**src/rtl/pipe_pkg.sv**
```systemverilog
// Shared pipeline definitions: ID/EX state encoding, NOP control word and
// control-bundle field positions.
package pipe_pkg;

  typedef enum logic {
    RUN    = 1'b0,
    BUBBLE = 1'b1
  } state_e;

  localparam int unsigned CTRL_MAX_W = 64;
  localparam logic [CTRL_MAX_W-1:0] CTRL_NOP = '0;

  // Bit positions of the decoded control bundle fields
  localparam int unsigned CTRL_REGWRITE = 0;
  localparam int unsigned CTRL_MEMTOREG = 1;
  localparam int unsigned CTRL_MEMWRITE = 2;
  localparam int unsigned CTRL_MEMREAD  = 3;
  localparam int unsigned CTRL_BRANCH   = 4;
  localparam int unsigned CTRL_ALUSRC   = 5;
  localparam int unsigned CTRL_ALUOP_LO = 6;
  localparam int unsigned CTRL_ALUOP_HI = 7;

endpackage

```
**src/rtl/ld_use_detect.sv**
```systemverilog
// Load-use hazard detector: flags a consumer whose source register is the
// destination of a load currently held in the following stage.
module ld_use_detect #(
  parameter int unsigned RF_AW = 5
) (
  input  logic             id_valid,
  input  logic [RF_AW-1:0] id_rs1,
  input  logic [RF_AW-1:0] id_rs2,
  input  logic             id_rs1_used,
  input  logic             id_rs2_used,
  input  logic             ex_valid,
  input  logic             ex_mem_read,
  input  logic [RF_AW-1:0] ex_rd,
  output logic             hz
);

  logic w_ld_live;
  logic w_src_hit;

  assign w_ld_live = id_valid & ex_valid & ex_mem_read & (ex_rd != '0);
  assign w_src_hit = (id_rs1_used & (id_rs1 == ex_rd)) |
                     (id_rs2_used & (id_rs2 == ex_rd));
  assign hz        = w_ld_live & w_src_hit;

endmodule

```
**src/rtl/id_ex_stage_reg.sv**
```systemverilog
// ID/EX pipeline register with built-in load-use bubble insertion sized to
// data-memory latency, stall/flush handling and a saturating bubble counter.
module id_ex_stage_reg
  import pipe_pkg::*;
#(
  parameter int unsigned CTRL_W           = 12,
  parameter int unsigned DATA_W           = 32,
  parameter int unsigned RF_AW            = 5,
  parameter int unsigned LOAD_USE_BUBBLES = 1,
  parameter int unsigned CNT_W            = 16
) (
  input  logic              clk,
  input  logic              rstn,
  input  logic              id_valid,
  input  logic [CTRL_W-1:0] id_ctrl,
  input  logic              id_mem_read,
  input  logic [RF_AW-1:0]  id_rs1,
  input  logic [RF_AW-1:0]  id_rs2,
  input  logic [RF_AW-1:0]  id_rd,
  input  logic              id_rs1_used,
  input  logic              id_rs2_used,
  input  logic [DATA_W-1:0] id_rs1_data,
  input  logic [DATA_W-1:0] id_rs2_data,
  input  logic [DATA_W-1:0] id_imm,
  input  logic              ex_flush,
  input  logic              ex_stall,
  output logic              ex_valid,
  output logic [CTRL_W-1:0] ex_ctrl,
  output logic              ex_mem_read,
  output logic [RF_AW-1:0]  ex_rd,
  output logic [DATA_W-1:0] ex_rs1_data,
  output logic [DATA_W-1:0] ex_rs2_data,
  output logic [DATA_W-1:0] ex_imm,
  output logic              id_stall,
  output logic [CNT_W-1:0]  bubble_count
);

  if (LOAD_USE_BUBBLES < 1 || LOAD_USE_BUBBLES > 4) begin : g_bad_bubbles
    $error("id_ex_stage_reg: LOAD_USE_BUBBLES must be in 1..4");
  end
  if (CTRL_W > CTRL_MAX_W) begin : g_bad_ctrl_w
    $error("id_ex_stage_reg: CTRL_W exceeds CTRL_MAX_W");
  end

  localparam logic [1:0] REM_INIT = 2'(LOAD_USE_BUBBLES - 1);

  state_e     r_state;
  logic [1:0] r_remaining;
  logic       w_hz_raw;
  logic       w_hz;
  logic       w_in_bubble;
  logic       w_advance;
  logic       w_bubble;
  logic       w_load;
  logic       w_count;

  ld_use_detect #(.RF_AW(RF_AW)) u_ld_use_detect (
    .id_valid    (id_valid),
    .id_rs1      (id_rs1),
    .id_rs2      (id_rs2),
    .id_rs1_used (id_rs1_used),
    .id_rs2_used (id_rs2_used),
    .ex_valid    (ex_valid),
    .ex_mem_read (ex_mem_read),
    .ex_rd       (ex_rd),
    .hz          (w_hz_raw)
  );

  // Edge action decode, in priority order: flush, stall, bubble run, hazard, load
  assign w_in_bubble = (r_state == BUBBLE);
  assign w_hz        = (r_state == RUN) & w_hz_raw;
  assign w_advance   = ~ex_flush & ~ex_stall;
  assign w_count     = w_advance & (w_in_bubble | w_hz);
  assign w_load      = w_advance & ~w_in_bubble & ~w_hz & id_valid;
  assign w_bubble    = ex_flush | (w_advance & ~w_load);
  assign id_stall    = ~ex_flush & (ex_stall | w_hz | w_in_bubble);

  always_ff @(posedge clk or negedge rstn) begin
    if (!rstn) begin
      r_state     <= RUN;
      r_remaining <= 2'd0;
    end else if (ex_flush) begin
      r_state     <= RUN;
      r_remaining <= 2'd0;
    end else if (ex_stall) begin
      r_state     <= r_state;
      r_remaining <= r_remaining;
    end else if (r_state == BUBBLE) begin
      r_remaining <= r_remaining - 2'd1;
      if (r_remaining == 2'd1) r_state <= RUN;
    end else if (w_hz && (LOAD_USE_BUBBLES > 1)) begin
      r_state     <= BUBBLE;
      r_remaining <= REM_INIT;
    end
  end

  // Bubbles clear the control path only; operand data keeps its last value
  always_ff @(posedge clk or negedge rstn) begin
    if (!rstn) begin
      ex_valid    <= 1'b0;
      ex_ctrl     <= '0;
      ex_mem_read <= 1'b0;
      ex_rd       <= '0;
      ex_rs1_data <= '0;
      ex_rs2_data <= '0;
      ex_imm      <= '0;
    end else if (w_bubble) begin
      ex_valid    <= 1'b0;
      ex_ctrl     <= CTRL_W'(CTRL_NOP);
      ex_mem_read <= 1'b0;
      ex_rd       <= '0;
    end else if (w_load) begin
      ex_valid    <= 1'b1;
      ex_ctrl     <= id_ctrl;
      ex_mem_read <= id_mem_read;
      ex_rd       <= id_rd;
      ex_rs1_data <= id_rs1_data;
      ex_rs2_data <= id_rs2_data;
      ex_imm      <= id_imm;
    end
  end

  always_ff @(posedge clk or negedge rstn) begin
    if (!rstn) begin
      bubble_count <= '0;
    end else if (w_count && !(&bubble_count)) begin
      bubble_count <= bubble_count + CNT_W'(1);
    end
  end

endmodule
```
**config.mk**
```make
export PLATFORM = sky130hd
export DESIGN_NAME = id_ex_stage_reg
export DESIGN_NICKNAME = d
export VERILOG_FILES = /design/src/rtl/pipe_pkg.sv /design/src/rtl/ld_use_detect.sv /design/src/rtl/id_ex_stage_reg.sv
export SDC_FILE = /design/constraint.sdc
export NUM_CORES = 1
export LEC_CHECK = 0
export ABC_CLOCK_PERIOD_IN_PS = 3000
export BUFFER_PORTS_ARGS = -buffer_cell sky130_fd_sc_hd__buf_4
export CAP_MARGIN = 10
export CORE_MARGIN = 2
export CORE_UTILIZATION = 35
export DETAILED_ROUTE_END_ITERATION = 8
export HOLD_SLACK_MARGIN = 0.15
export PLACE_DENSITY_LB_ADDON = 0.15
export SETUP_SLACK_MARGIN = 0.4
export SLEW_MARGIN = 20
export SYNTH_ARGS = -nofsm -noshare
export SYNTH_HDL_FRONTEND = slang
export SYNTH_HIERARCHICAL = 1
export SYNTH_SLANG_ARGS = --single-unit
```
**constraint.sdc**
```tcl
create_clock -name clk -period 3 [get_ports clk]
set_input_delay 0 -clock clk [delete_from_list [all_inputs] [get_ports clk]]
set_output_delay 0 -clock clk [all_outputs]
set_load 0.005 [all_outputs]
```
==> flow_summary.yaml <==
routing:
  totalWireLength_um: 17100
  via_per_inst: 4.65
  firstDrtPassIters: 4
  wl_per_cell_um: 15.1
  ant_nets: 0
  drc: 0
  initialDrtViolationCount: 233
  vias: 5297
pwr:
  p_int_w: 0.00372
  p_sw_frac: 0.254
  p_sw_w: 0.00127
  p_per_area_nw_per_um2: 535
  p_comb_frac: 0.191
  pwr-share-clk: 0.377
  vdd_drop_max_mv: 0.350
  p_leak_nw: 5.04
  p_seq_frac: 0.432
clock_tree:
  cts_root_buffer: "clkbuf_16"
  htreeDepth: 4
  numClockSinks: 134
  numCtsBuffers: 17
  clk_pin_slew_worst_paths_ps: 60
  cts_tree: "done"
  clk_latency_ps: 420
  cts_buffer_depth: 2
critical_path:
  crit_chain: "xor2_1, nor4_1, nand3_1, a21oi_2, nor2_2, nand3b_1, nor4_1, xor2_1"
  cp-end-kind: "flop"
  r2r_setup_slack_ps: 620
  critical_path_class: "reg -> reg"
  worstPathMaxFanout: 5
  worstPathRequired_ps: 3330
  critPathSlowestCell: "dfrtp_1"
  worstPathArrival_ps: 2710
  critPathLaunchType: "flop"
  max_stage_delay_ps: 450
  critPathBufInv: 0
  cp_top_family: "simple AND/OR/NAND/NOR gates"
sta:
  hold_ws_ps: 143
  maxSlewViolCount: 0
  timing.final.crit_share: 0.793
  worstMarginPinSlew_ps: 928
  rsz0062_at_grt: "false"
  finClkSkew_ps: 8.98
  setup_viol: 0
  tns_ps: 0
  hold_viol: 0
  timing.fmax_mhz: 421
  relSlewSlack: 0.378
  period_minus_slack_ps: 2380
floorplan:
  fp.dieH_um: 128
  start_util: 0.355
  fp.coreArea_um2: 15000
  die_w_um: 128
  pin_count: 263
  dieArea_um2: 16300
  num_rows: 45
synth:
  synth_cells: 556
  syn_avg_cell_area_um2: 9.61
  synth_nets: 689
  synth.ff_latch_count: 134
  yosysWarnings: 6
  yosysSeqAreaShare: 0.628
  syn-cell-area_um2: 5340
  synth_cell_types: 30
hold_path:
  min_path_type: "in -> async"
final_layout:
  nets: 1072
  nFillCells: 1206
  final_cells: 1139
  syn2layout_area_growth_pct: 74.5
  drive_above_1_share: 0.327
  n_antenna_cell: 0
outcome:
  run_status: "complete, no violations"
place:
  io_buffers: 262
  dp_hpwl_um: 11200
  dpl.cell_count: 988
  finalWeightedCongestion: 0.778
global_routing:
  grt_overflow: 0
  antenna_found_initial: 0
  grt_usage: 0.211
  grt_max_degree: 70
  grt_pass1_vias: 5385
  grt_pass1_wl_um: 26900
run:
  drv_cap: 0
==> state kept, by name, summed over array words and instances (netlist names) <==
signal,flops
bubble_count,16
ex_ctrl,12
ex_imm,32
ex_mem_read,1
ex_rd,5
ex_rs1_data,32
ex_rs2_data,32
ex_valid,1
r_remaining,2
r_state,1
==> metrics by stage <==
stage / total power, W / area, um^2 / setup slack [ps] / utilization
global route: 0.00524 / 9320 / 503 / 0.620
global placement: 0.00298 / 7580 / 582 / 0.504
finish: 0.00499 / 9320 / 622 / 0.620
floorplan: 0.00240 / 5340 / 843 / -
CTS: 0.00504 / 9310 / 518 / 0.619
detailed placement: 0.00301 / 7580 / 516 / 0.504
==> routing by layer <==
metal	global-route usage	vias up	wire length, um
li1	-	2528	-
met1	0.235	2532	6710
met2	0.372	192	8900
met3	0.0586	45	966
met4	0.101	0	567
met5	0	-	0
==> final cells by class <==
type / count / area, um^2 / share of cell area
tap: 188 / 235 / 0.0252
clock inverter: 13 / 111 / 0.0119
inverter: 2 / 7.51 / 0.000805
clock buffer: 18 / 429 / 0.0460
timing repair buffer: 388 / 3280 / 0.351
multi-input combinational: 396 / 1910 / 0.205
sequential: 134 / 3350 / 0.360
==> path summary, 6_finish.rpt <==
check	from	end	cells after the start
max	ex_rd[3]	bubble_count[15]	8
min	rstn	bubble_count[13]	2
max reg2reg	ex_rd[3]	bubble_count[15]	8
min reg2reg	ex_imm[16]	ex_imm[16]	2
max in group asynchronous	rstn	ex_rs1_data[21]	3
min in group clk	id_rs1_data[9]	ex_rs1_data[9]	4
==> power by group through the flow <==
| stage | Sequential (W) | Combinational, W | Clock, W |
|---|---|---|---|
| floorplan | 0.00219 | 0.000212 | 0 |
| global placement | 0.00217 | 0.000810 | 0 |
| detailed placement | 0.00218 | 0.000829 | 0 |
| CTS | 0.00215 | 0.000955 | 0.00193 |
| global route | 0.00218 | 0.00105 | 0.00202 |
| finish | 0.00215 | 0.000952 | 0.00188 |
==> synthesized netlist by cell type <==
cell	number	area, um^2
nand2_1	295	1110
dfrtp_1	134	3350
xor2_1	21	184
a22o_1	18	158
clkbuf_1	15	56.3
buf_2	10	50.1
nor2_1	8	30.0
nor3_1	7	35.0
nor4_1	6	37.5
and3_1	5	31.3
nand3_1	5	25.0
xnor2_1	5	43.8
nor2b_1	3	18.8
nor3b_1	3	22.5
a21oi_1	2	10.0
ha_1	2	25.0
inv_1	2	7.51
nand4_1	2	12.5
nand4_2	2	25.0
and2_1	1	6.26
mux2_4	1	15.0
nand3b_1	1	7.51
nand4bb_1	1	11.3
nor2_2	1	6.26
nor4b_1	1	8.76
nor4b_4	1	23.8
o2111ai_1	1	8.76
o21ai_2	1	8.76
or3_1	1	6.26
or4_1	1	7.51
==> timing repair <==
action,4_1_cts,5_1_grt
hold endpoints to repair,252,0
buffers inserted,0,0
gates resized for setup,0,2
hold buffers,119,0
endpoints found under the setup margin,0,20
==> logic make-up after synthesis <==
kind of cell / count (synthesis) / share of synthesized area
and+or+nand+nor: 344 / 0.266
DFF: 134 / 0.628
buffers and inverters: 27 / 0.0213
xor gates and xnor gates: 26 / 0.0426
AOI/OAI and AO/OA: 22 / 0.0347
adders and majority gates: 2 / 0.00468
muxes: 1 / 0.00281
==> worst reg2reg max path: stages (launching register included) <==
cell	delay, ps
dfrtp_1	450
xor2_1	190
nor4_1	310
nand3_1	150
a21oi_2	240
nor2_2	110
nand3b_1	190
nor4_1	450
xor2_1	200
==> cell usage in the layout (no fill, tap or decap), types with 6 or more instances in the layout <==
master,netlist,layout
nor4_1,6,6
nand2_1,295,295
buf_4,0,263
nor3_1,7,7
xor2_1,21,21
clkbuf_16,0,17
a22o_1,18,18
nor2_1,8,7
dfrtp_1,134,134
dlygate4sd3_1,0,119
Note: power is estimated with default switching activity, not from simulation.
